File: src/rtl/se_channel_scaler_pkg.sv
// ---------------------------------------------------------------------------
// se_channel_scaler_pkg
//   Shared definitions for the squeeze-excite channel scaler slice.
//   - Default sample geometry (Q8.8, 16 channels, 49 pixels per frame)
//   - Q8.8 constants for 1.0 and 0.5
//   - FSM state enumeration used by the top level
//   - round_sat(): round-half-up right shift plus signed saturation,
//     written width-generic so any DATA_WIDTH / FRACTION_BITS pair can use it
// ---------------------------------------------------------------------------
package se_channel_scaler_pkg;

    localparam int SE_DATA_WIDTH    = 16;
    localparam int SE_FRACTION_BITS = 8;
    localparam int SE_NUM_CH        = 16;
    localparam int SE_NUM_PIX       = 49;

    localparam logic signed [SE_DATA_WIDTH-1:0] Q88_ONE  = 16'sh0100;
    localparam logic signed [SE_DATA_WIDTH-1:0] Q88_HALF = 16'sh0080;

    // IDLE waits for the first gate, LOAD fills the gate buffer, SCALE streams
    // the feature map and DRAIN empties the multiply pipeline.
    typedef enum logic [1:0] {
        IDLE  = 2'd0,
        LOAD  = 2'd1,
        SCALE = 2'd2,
        DRAIN = 2'd3
    } state_t;

    // Adds half an LSB of the result, shifts arithmetically (floor), then
    // clamps into the signed dw-bit range. Carried at 64 bits so the caller
    // only has to truncate the already-clamped value.
    function automatic logic signed [63:0] round_sat(input logic signed [63:0] prod,
                                                     input int dw,
                                                     input int fb);
        logic signed [63:0] rounded;
        logic signed [63:0] max_v;
        logic signed [63:0] min_v;
        rounded = (prod + (64'sd1 <<< (fb - 1))) >>> fb;
        max_v   = (64'sd1 <<< (dw - 1)) - 64'sd1;
        min_v   = -(64'sd1 <<< (dw - 1));
        if (rounded > max_v) begin
            return max_v;
        end
        if (rounded < min_v) begin
            return min_v;
        end
        return rounded;
    endfunction

endpackage

File: src/rtl/se_channel_scaler_if.sv
// ---------------------------------------------------------------------------
// se_channel_scaler_if
//   Groups the three streams around the channel scaler:
//     scale_valid / scale_in                     gate words from H_Sigmoid
//     feat_valid / feat_ready / feat_in          feature map samples in
//     out_valid / out_ready / out_data / out_last  scaled samples out
//   slave  : view taken by the scaler itself
//   master : view taken by the surrounding logic (gate source, feature
//            source and downstream consumer)
// ---------------------------------------------------------------------------
interface se_channel_scaler_if #(
    parameter int DATA_WIDTH = 16
) ();

    logic                         scale_valid;
    logic signed [DATA_WIDTH-1:0] scale_in;

    logic                         feat_valid;
    logic                         feat_ready;
    logic signed [DATA_WIDTH-1:0] feat_in;

    logic                         out_valid;
    logic                         out_ready;
    logic signed [DATA_WIDTH-1:0] out_data;
    logic                         out_last;

    modport slave (
        input  scale_valid,
        input  scale_in,
        input  feat_valid,
        output feat_ready,
        input  feat_in,
        output out_valid,
        input  out_ready,
        output out_data,
        output out_last
    );

    modport master (
        output scale_valid,
        output scale_in,
        output feat_valid,
        input  feat_ready,
        output feat_in,
        input  out_valid,
        output out_ready,
        input  out_data,
        input  out_last
    );

endinterface

File: src/rtl/se_channel_scaler_qmul_round_sat.sv
// ---------------------------------------------------------------------------
// qmul_round_sat
//   Two-stage registered signed multiplier with rounding and saturation.
//     S1: prod = in_a * in_b at full 2*DW precision, last flag alongside
//     S2: round-half-up shift by FB, saturate to DW bits, drives the output
//   Each stage only loads when the stage after it can move, so a stalled
//   consumer freezes the output word instead of dropping or repeating it.
// Ports
//   clk, rst      clock, asynchronous active-high reset
//   in_valid      sample accepted this cycle (only asserted while adv=1)
//   in_a, in_b    signed operands (feature sample, channel gate)
//   in_last       final sample of the frame
//   out_ready     consumer accepts out_data
//   adv           pipeline can take a new sample this cycle
//   s1_valid      stage 1 occupied
//   s2_valid      stage 2 occupied (same as out_valid)
//   out_valid, out_data, out_last   result stream
// ---------------------------------------------------------------------------
module qmul_round_sat
    import se_channel_scaler_pkg::*;
#(
    parameter int DW = SE_DATA_WIDTH,
    parameter int FB = SE_FRACTION_BITS
) (
    input  logic                 clk,
    input  logic                 rst,
    input  logic                 in_valid,
    input  logic signed [DW-1:0] in_a,
    input  logic signed [DW-1:0] in_b,
    input  logic                 in_last,
    input  logic                 out_ready,
    output logic                 adv,
    output logic                 s1_valid,
    output logic                 s2_valid,
    output logic                 out_valid,
    output logic signed [DW-1:0] out_data,
    output logic                 out_last
);

    localparam int PW = 2 * DW;

    logic                 s1_valid_q, s1_valid_d;
    logic                 s1_last_q,  s1_last_d;
    logic signed [PW-1:0] prod_q,     prod_d;
    logic                 s2_valid_q, s2_valid_d;
    logic                 s2_last_q,  s2_last_d;
    logic signed [DW-1:0] s2_data_q,  s2_data_d;

    logic s1_en;
    logic s2_en;

    // Stage enables: S2 moves when empty or being consumed, S1 moves when
    // empty or when S2 is about to take its contents.
    always_comb begin
        s2_en = ~s2_valid_q | out_ready;
        s1_en = ~s1_valid_q | s2_en;
    end

    // Next-state for both stages. Data registers only load alongside a valid
    // word so the held output never changes underneath a stalled consumer.
    always_comb begin
        s1_valid_d = s1_valid_q;
        s1_last_d  = s1_last_q;
        prod_d     = prod_q;
        s2_valid_d = s2_valid_q;
        s2_last_d  = s2_last_q;
        s2_data_d  = s2_data_q;

        if (s1_en) begin
            s1_valid_d = in_valid;
            if (in_valid) begin
                prod_d    = PW'(in_a) * PW'(in_b);
                s1_last_d = in_last;
            end
        end

        if (s2_en) begin
            s2_valid_d = s1_valid_q;
            if (s1_valid_q) begin
                s2_data_d = DW'(round_sat(64'(prod_q), DW, FB));
                s2_last_d = s1_last_q;
            end
        end
    end

    // Pipeline registers; reset empties both stages and zeroes the outputs.
    always_ff @(posedge clk or posedge rst) begin
        if (rst) begin
            s1_valid_q <= 1'b0;
            s1_last_q  <= 1'b0;
            prod_q     <= '0;
            s2_valid_q <= 1'b0;
            s2_last_q  <= 1'b0;
            s2_data_q  <= '0;
        end else begin
            s1_valid_q <= s1_valid_d;
            s1_last_q  <= s1_last_d;
            prod_q     <= prod_d;
            s2_valid_q <= s2_valid_d;
            s2_last_q  <= s2_last_d;
            s2_data_q  <= s2_data_d;
        end
    end

    assign adv       = s1_en;
    assign s1_valid  = s1_valid_q;
    assign s2_valid  = s2_valid_q;
    assign out_valid = s2_valid_q;
    assign out_data  = s2_data_q;
    assign out_last  = s2_last_q;

endmodule

File: src/rtl/se_channel_scaler.sv
// ---------------------------------------------------------------------------
// se_channel_scaler
//   Squeeze-excite excitation stage. Captures NUM_CH per-channel Q8.8 gates
//   into a small register buffer, then streams a channel-interleaved feature
//   map and multiplies every sample by the gate of its channel. Results are
//   rounded half-up and saturated to Q8.8.
// Ports
//   clk        clock, rising edge
//   rst        asynchronous active-high reset
//   bus        scaler view of the gate / feature / output streams
//   busy       high whenever the FSM is outside IDLE
//   done       one-cycle pulse once the last output has left the pipeline
//   scale_err  sticky flag: a gate arrived while a frame was being scaled
// ---------------------------------------------------------------------------
module se_channel_scaler
    import se_channel_scaler_pkg::*;
#(
    parameter int DATA_WIDTH    = SE_DATA_WIDTH,
    parameter int FRACTION_BITS = SE_FRACTION_BITS,
    parameter int NUM_CH        = SE_NUM_CH,
    parameter int NUM_PIX       = SE_NUM_PIX
) (
    input  logic                clk,
    input  logic                rst,
    se_channel_scaler_if.slave  bus,
    output logic                busy,
    output logic                done,
    output logic                scale_err
);

    localparam int CH_W  = (NUM_CH  > 1) ? $clog2(NUM_CH)  : 1;
    localparam int PIX_W = (NUM_PIX > 1) ? $clog2(NUM_PIX) : 1;
    localparam logic [CH_W-1:0]  CH_LAST  = CH_W'(NUM_CH - 1);
    localparam logic [PIX_W-1:0] PIX_LAST = PIX_W'(NUM_PIX - 1);

    state_t            state_q,     state_d;
    logic [CH_W-1:0]   wr_ptr_q,    wr_ptr_d;
    logic [CH_W-1:0]   ch_cnt_q,    ch_cnt_d;
    logic [PIX_W-1:0]  pix_cnt_q,   pix_cnt_d;
    logic              scale_err_q, scale_err_d;

    logic signed [DATA_WIDTH-1:0] scale_ram_q [NUM_CH];
    logic                         ram_we;
    logic [CH_W-1:0]              ram_addr;

    logic adv;
    logic s1_valid;
    logic s2_valid;
    logic feat_hs;
    logic beat_last;
    logic pipe_empty;

    // A feature beat is the frame's last when both counters sit at their
    // final values; the flag travels down the pipeline with the sample.
    assign feat_hs    = bus.feat_valid & bus.feat_ready;
    assign beat_last  = (ch_cnt_q == CH_LAST) & (pix_cnt_q == PIX_LAST);
    assign pipe_empty = ~s1_valid & ~s2_valid;

    // State, counters and the sticky error flag.
    always_ff @(posedge clk or posedge rst) begin
        if (rst) begin
            state_q     <= IDLE;
            wr_ptr_q    <= '0;
            ch_cnt_q    <= '0;
            pix_cnt_q   <= '0;
            scale_err_q <= 1'b0;
        end else begin
            state_q     <= state_d;
            wr_ptr_q    <= wr_ptr_d;
            ch_cnt_q    <= ch_cnt_d;
            pix_cnt_q   <= pix_cnt_d;
            scale_err_q <= scale_err_d;
        end
    end

    // Gate buffer is plain storage: it is never reset, every frame starts by
    // overwriting all NUM_CH entries before SCALE is reached.
    always_ff @(posedge clk) begin
        if (ram_we) begin
            scale_ram_q[ram_addr] <= bus.scale_in;
        end
    end

    // Next-state logic. Gates are written in arrival order during IDLE/LOAD;
    // in SCALE/DRAIN they are refused and flagged instead, which also covers
    // a gate landing in the same cycle as the done pulse.
    always_comb begin
        state_d     = state_q;
        wr_ptr_d    = wr_ptr_q;
        ch_cnt_d    = ch_cnt_q;
        pix_cnt_d   = pix_cnt_q;
        scale_err_d = scale_err_q;
        ram_we      = 1'b0;
        ram_addr    = wr_ptr_q;

        unique case (state_q)
            IDLE: begin
                if (bus.scale_valid) begin
                    ram_we   = 1'b1;
                    ram_addr = '0;
                    wr_ptr_d = CH_W'(1);
                    state_d  = LOAD;
                end
            end
            LOAD: begin
                if (bus.scale_valid) begin
                    ram_we = 1'b1;
                    if (wr_ptr_q == CH_LAST) begin
                        wr_ptr_d = '0;
                        state_d  = SCALE;
                    end else begin
                        wr_ptr_d = wr_ptr_q + CH_W'(1);
                    end
                end
            end
            SCALE: begin
                if (bus.scale_valid) begin
                    scale_err_d = 1'b1;
                end
                if (feat_hs) begin
                    if (ch_cnt_q == CH_LAST) begin
                        ch_cnt_d = '0;
                        if (pix_cnt_q == PIX_LAST) begin
                            pix_cnt_d = '0;
                            state_d   = DRAIN;
                        end else begin
                            pix_cnt_d = pix_cnt_q + PIX_W'(1);
                        end
                    end else begin
                        ch_cnt_d = ch_cnt_q + CH_W'(1);
                    end
                end
            end
            DRAIN: begin
                if (bus.scale_valid) begin
                    scale_err_d = 1'b1;
                end
                // The last beat entered S1 on the way into DRAIN, so an empty
                // pipeline here means the final output has been taken.
                if (pipe_empty) begin
                    state_d   = IDLE;
                    wr_ptr_d  = '0;
                    ch_cnt_d  = '0;
                    pix_cnt_d = '0;
                end
            end
            default: begin
                state_d = IDLE;
            end
        endcase
    end

    // FSM outputs, decoded from registered state only.
    always_comb begin
        bus.feat_ready = (state_q == SCALE) & adv;
        busy           = (state_q != IDLE);
        done           = (state_q == DRAIN) & pipe_empty;
    end

    assign scale_err = scale_err_q;

    qmul_round_sat #(
        .DW (DATA_WIDTH),
        .FB (FRACTION_BITS)
    ) u_qmul (
        .clk       (clk),
        .rst       (rst),
        .in_valid  (feat_hs),
        .in_a      (bus.feat_in),
        .in_b      (scale_ram_q[ch_cnt_q]),
        .in_last   (beat_last),
        .out_ready (bus.out_ready),
        .adv       (adv),
        .s1_valid  (s1_valid),
        .s2_valid  (s2_valid),
        .out_valid (bus.out_valid),
        .out_data  (bus.out_data),
        .out_last  (bus.out_last)
    );

endmodule
File: src/flat_wrapper.sv
// flat-port wrapper written by rule: the top's interface ports become plain ports
module se_channel_scaler_flat import se_channel_scaler_pkg::*;
#(
    parameter int DATA_WIDTH    = SE_DATA_WIDTH,
    parameter int FRACTION_BITS = SE_FRACTION_BITS,
    parameter int NUM_CH        = SE_NUM_CH,
    parameter int NUM_PIX       = SE_NUM_PIX
)
  (clk, rst, busy, done, scale_err, bus_scale_valid, bus_scale_in, bus_feat_valid, bus_feat_ready, bus_feat_in, bus_out_valid, bus_out_ready, bus_out_data, bus_out_last);
  se_channel_scaler_if #(.DATA_WIDTH(DATA_WIDTH)) bus_i ();
  input  logic clk;
  input  logic rst;
  output logic busy;
  output logic done;
  output logic scale_err;
  input wire logic [$bits(bus_i.scale_valid)-1:0] bus_scale_valid;
  input wire logic [$bits(bus_i.scale_in)-1:0] bus_scale_in;
  input wire logic [$bits(bus_i.feat_valid)-1:0] bus_feat_valid;
  output wire logic [$bits(bus_i.feat_ready)-1:0] bus_feat_ready;
  input wire logic [$bits(bus_i.feat_in)-1:0] bus_feat_in;
  output wire logic [$bits(bus_i.out_valid)-1:0] bus_out_valid;
  input wire logic [$bits(bus_i.out_ready)-1:0] bus_out_ready;
  output wire logic [$bits(bus_i.out_data)-1:0] bus_out_data;
  output wire logic [$bits(bus_i.out_last)-1:0] bus_out_last;
  assign bus_i.scale_valid = bus_scale_valid;
  assign bus_i.scale_in = bus_scale_in;
  assign bus_i.feat_valid = bus_feat_valid;
  assign bus_feat_ready = bus_i.feat_ready;
  assign bus_i.feat_in = bus_feat_in;
  assign bus_out_valid = bus_i.out_valid;
  assign bus_i.out_ready = bus_out_ready;
  assign bus_out_data = bus_i.out_data;
  assign bus_out_last = bus_i.out_last;
  se_channel_scaler #(.DATA_WIDTH(DATA_WIDTH), .FRACTION_BITS(FRACTION_BITS), .NUM_CH(NUM_CH), .NUM_PIX(NUM_PIX)) u_core (.clk(clk), .rst(rst), .bus(bus_i), .busy(busy), .done(done), .scale_err(scale_err));
endmodule
File: config.mk
export PLATFORM = sky130hd
export DESIGN_NAME = se_channel_scaler_flat
export DESIGN_NICKNAME = d
export VERILOG_FILES = /design/src/rtl/se_channel_scaler_pkg.sv /design/src/rtl/se_channel_scaler_if.sv /design/src/rtl/se_channel_scaler_qmul_round_sat.sv /design/src/rtl/se_channel_scaler.sv /design/src/flat_wrapper.sv
export SDC_FILE = /design/constraint.sdc
export NUM_CORES = 1
export LEC_CHECK = 0
export BUFFER_PORTS_ARGS = -buffer_cell sky130_fd_sc_hd__buf_2
export CORE_MARGIN = 2
export CORE_UTILIZATION = 42
export CTS_CLUSTER_SIZE = 12
export DETAILED_ROUTE_END_ITERATION = 8
export PLACE_DENSITY = 0.6
export SYNTH_ARGS = -nofsm -noshare
export SYNTH_HDL_FRONTEND = slang
export SYNTH_SLANG_ARGS = --single-unit
File: constraint.sdc
create_clock -name clk -period 9.3 [get_ports clk]
set_input_delay 1.395 -clock clk [delete_from_list [all_inputs] [get_ports clk]]
set_output_delay 1.395 -clock clk [all_outputs]
set_load 0.01 [all_outputs]
==> results.json <==
{
  "drv_slew": 0,
  "final_cell_mix": "inv_1 (333), fa_1 (261), edfxtp_1 (256)",
  "min_period_ns": 8.644,
  "synthToLayoutAreaGrowth_pct": 9.643,
  "crit_type": "flip-flop to flip-flop",
  "antenna_found_initial": 2,
  "route.detailed.drc": 0,
  "core-area_sq_um": 54030,
  "met2_length_um": 27670,
  "yosysWarnings": 0,
  "critPathArrivalTime_ns": 9.06,
  "r2r_slack_ns": 0.66,
  "ys_seq_elements": 318,
  "clockBufferDepth": 3,
  "synth_edf_count": 256,
  "grt_max_degree": 63,
  "wl_per_cell_um": 19.50,
  "grt_pass1_wl_um": 82470,
  "critPathMaxFanout": 37,
  "ys.flop_type": "edfxtp_1",
  "slew_headroom": 0.2794,
  "cts_resized": 0,
  "hold_buffers": 0,
  "grt_overflow": 0,
  "die_w_um": 238.0,
  "hp-class": "flip-flop to flip-flop",
  "cts_tree": "done",
  "clock_sinks": 318,
  "die_area_sq_um": 56660,
  "tightest_slew_ns": 1.081,
  "syn_area_sq_um": 23010,
  "maxCapViolations": 0,
  "synth_cells": 1864,
  "cts-root-buf": "clkbuf_16",
  "finalCritPeriodShare": 0.9295,
  "met3WireLength_um": 1717,
  "grtUsageTotal": 0.1894,
  "critPathCaptureType": "flip-flop",
  "antenna_left": 0,
  "seq_area_frac_synth": 0.4016,
  "reg2reg_depth": 23,
  "htreeDepth": 2,
  "io_buffers": 58,
  "setup_tns_ns": 0,
  "gp_congestion": 0.8347,
  "final-hold-violation-count": 0,
  "critPathRequiredTime_ns": 9.71,
  "rsz0062_at_grt": "no",
  "dp_slack_ns": 0.6680,
  "viasPerCell": 5.283,
  "finalSetupViolations": 0,
  "drtPass1Iterations": 5,
  "clock_latency_ns": 0.54,
  "nets": 2308,
  "synth_fp_nets": 2251,
  "dr.max_layer_used": "met5",
  "fin_util": 0.4669,
  "status": "completed",
  "hp-start": "u_core.scale_err$_DFFE_PP0P_",
  "initial_core_util": 0.4258,
  "r2r_start": "u_core.ch_cnt_q[0]$_DFFE_PP0P_",
  "dp_hpwl_um": 37020,
  "synthArstFlopShare": 0.1950,
  "avgSynthCellArea_sq_um": 12.34,
  "cts_buffers": 36,
  "fillCellCount": 4898,
  "reg2reg_to": "u_core.u_qmul.prod_q[28]$_DFFE_PP0P_",
  "drt_first_iter_violations": 862,
  "wl_met1_um": 21100,
  "start_kind": "flip-flop",
  "layout_commonest_cell": "inv_1",
  "vias": 13950,
  "chipHeight_um": 238.0,
  "drive_gt1_frac": 0.1318,
  "holdPathStages": 1,
  "setup_ws_ns": 0.6556,
  "grt_pass1_vias": 14970,
  "row_count": 85,
  "hold_end": "u_core.scale_err$_DFFE_PP0P_",
  "clkTransAtPathRegs_ns": 0.06,
  "boundaryPins": 59,
  "synth_cell_types": 77,
  "post_cts_buffers": 0,
  "fmax_ghz": 0.1157,
  "wirelength_um": 51490,
  "clock_skew_ns": 0.01083
}
==> cell families after synthesis <==
| group | share of synthesized area |
|---|---|
| simple gates | 0.1132 |
| buf+inv | 0.06738 |
| fa+ha+maj | 0.2755 |
| flops | 0.4016 |
| compound gates | 0.04781 |
| mux | 0.07929 |
| xor+xnor | 0.01523 |
==> worst max-delay path by stage <==
stage | startpoint | cells after the start | endpoint | slack, ns
final | u_core.ch_cnt_q[0]$_DFFE_PP0P_ | 23 | u_core.u_qmul.prod_q[28]$_DFFE_PP0P_ | 0.66
after global routing | u_core.ch_cnt_q[0]$_DFFE_PP0P_ | 24 | u_core.u_qmul.prod_q[28]$_DFFE_PP0P_ | 0.22
after CTS | u_core.ch_cnt_q[0]$_DFFE_PP0P_ | 23 | u_core.u_qmul.prod_q[28]$_DFFE_PP0P_ | 0.61
after detailed placement | u_core.ch_cnt_q[0]$_DFFE_PP0P_ | 23 | u_core.u_qmul.prod_q[28]$_DFFE_PP0P_ | 0.67
after global placement | u_core.ch_cnt_q[0]$_DFFE_PP0P_ | 24 | u_core.u_qmul.prod_q[28]$_DFFE_PP0P_ | 0.80
after floorplan | u_core.ch_cnt_q[0]$_DFFE_PP0P_ | 26 | u_core.u_qmul.prod_q[28]$_DFFE_PP0P_ | 1.22
==> critical path, stage by stage (launching register included) <==
cell       delay (ns)
dfrtp_4          0.88
buf_4            0.49
mux4_2           0.56
mux4_2           0.67
and2_1           0.25
fa_1             0.42
fa_1             0.43
inv_1            0.09
fa_1             0.38
inv_1            0.08
fa_1             0.47
fa_1             0.56
inv_1            0.05
fa_1             0.53
inv_1            0.05
ha_1             0.36
and3_1           0.23
a221oi_1         0.45
o21ai_1          0.23
a2111oi_4        0.31
o31a_1           0.32
o311ai_4         0.17
a21o_1           0.21
a221o_1          0.28
==> synth_stat cells (all sizes together), types with 11 or more instances <==
| library cell | n | area, sq um |
|---|---|---|
| inv | 334 | 1254 |
| fa | 261 | 5225 |
| edfxtp | 256 | 7687 |
| nand2 | 186 | 698.2 |
| and2 | 141 | 882.1 |
| ha | 89 | 1114 |
| mux4 | 71 | 1599 |
| dfrtp | 62 | 1551 |
| nor2 | 55 | 206.5 |
| clkbuf | 52 | 196.4 |
| o21ai | 45 | 225.2 |
| nand3 | 30 | 155.1 |
| xnor2 | 24 | 210.2 |
| a21oi | 22 | 113.9 |
| mux2i | 18 | 180.2 |
| buf | 17 | 100.1 |
| o311ai | 17 | 173.9 |
| xor2 | 16 | 140.1 |
| nand4 | 14 | 100.1 |
| nor3 | 13 | 70.07 |
| o31ai | 13 | 97.59 |
| and3 | 11 | 73.82 |
| nand2b | 11 | 68.82 |
==> area by class of cell <==
class	instances	area [sq um]	share of cell area
antenna	1	2.502	0.00009921
clock buffer	48	975.9	0.03869
clock inverter	12	101.3	0.004018
inverter	334	1254	0.04970
multi-input combinational	1143	12260	0.4860
sequential	318	9245	0.3665
tap	696	870.8	0.03452
timing repair buffer	88	515.5	0.02044
==> per-layer routing <==
metal | track usage | vias to the layer above
li1 | - | 6325
met1 | 0.2392 | 7336
met2 | 0.3456 | 214
met3 | 0.02233 | 68
met4 | 0.04886 | 4
met5 | 0 | -
==> flip-flops by register name, indices dropped and copies added, names as in the netlist, 2 cells and up <==
signal / count
u_core.scale_ram_q: 256
u_core.ch_cnt_q: 4
u_core.state_q: 2
u_core.u_qmul.prod_q: 25
u_core.wr_ptr_q: 4
u_core.pix_cnt_q: 6
u_core.u_qmul.out_data: 16
==> through the flow <==
stage | hold slack, ns | std cells | cell area (sq um)
2_1_floorplan | 0.4460 | 1864 | 23010
3_3_place_gp | 0.4450 | 2579 | 24140
3_5_place_dp | 0.4502 | 2579 | 24140
6_report | 0.4677 | 2640 | 25220
5_1_grt | 0.5198 | 2639 | 25220
4_1_cts | 0.4678 | 2639 | 25220
Power is not shown: default switching activity piles up to over one toggle a cycle in this logic, so the estimate is an artifact.
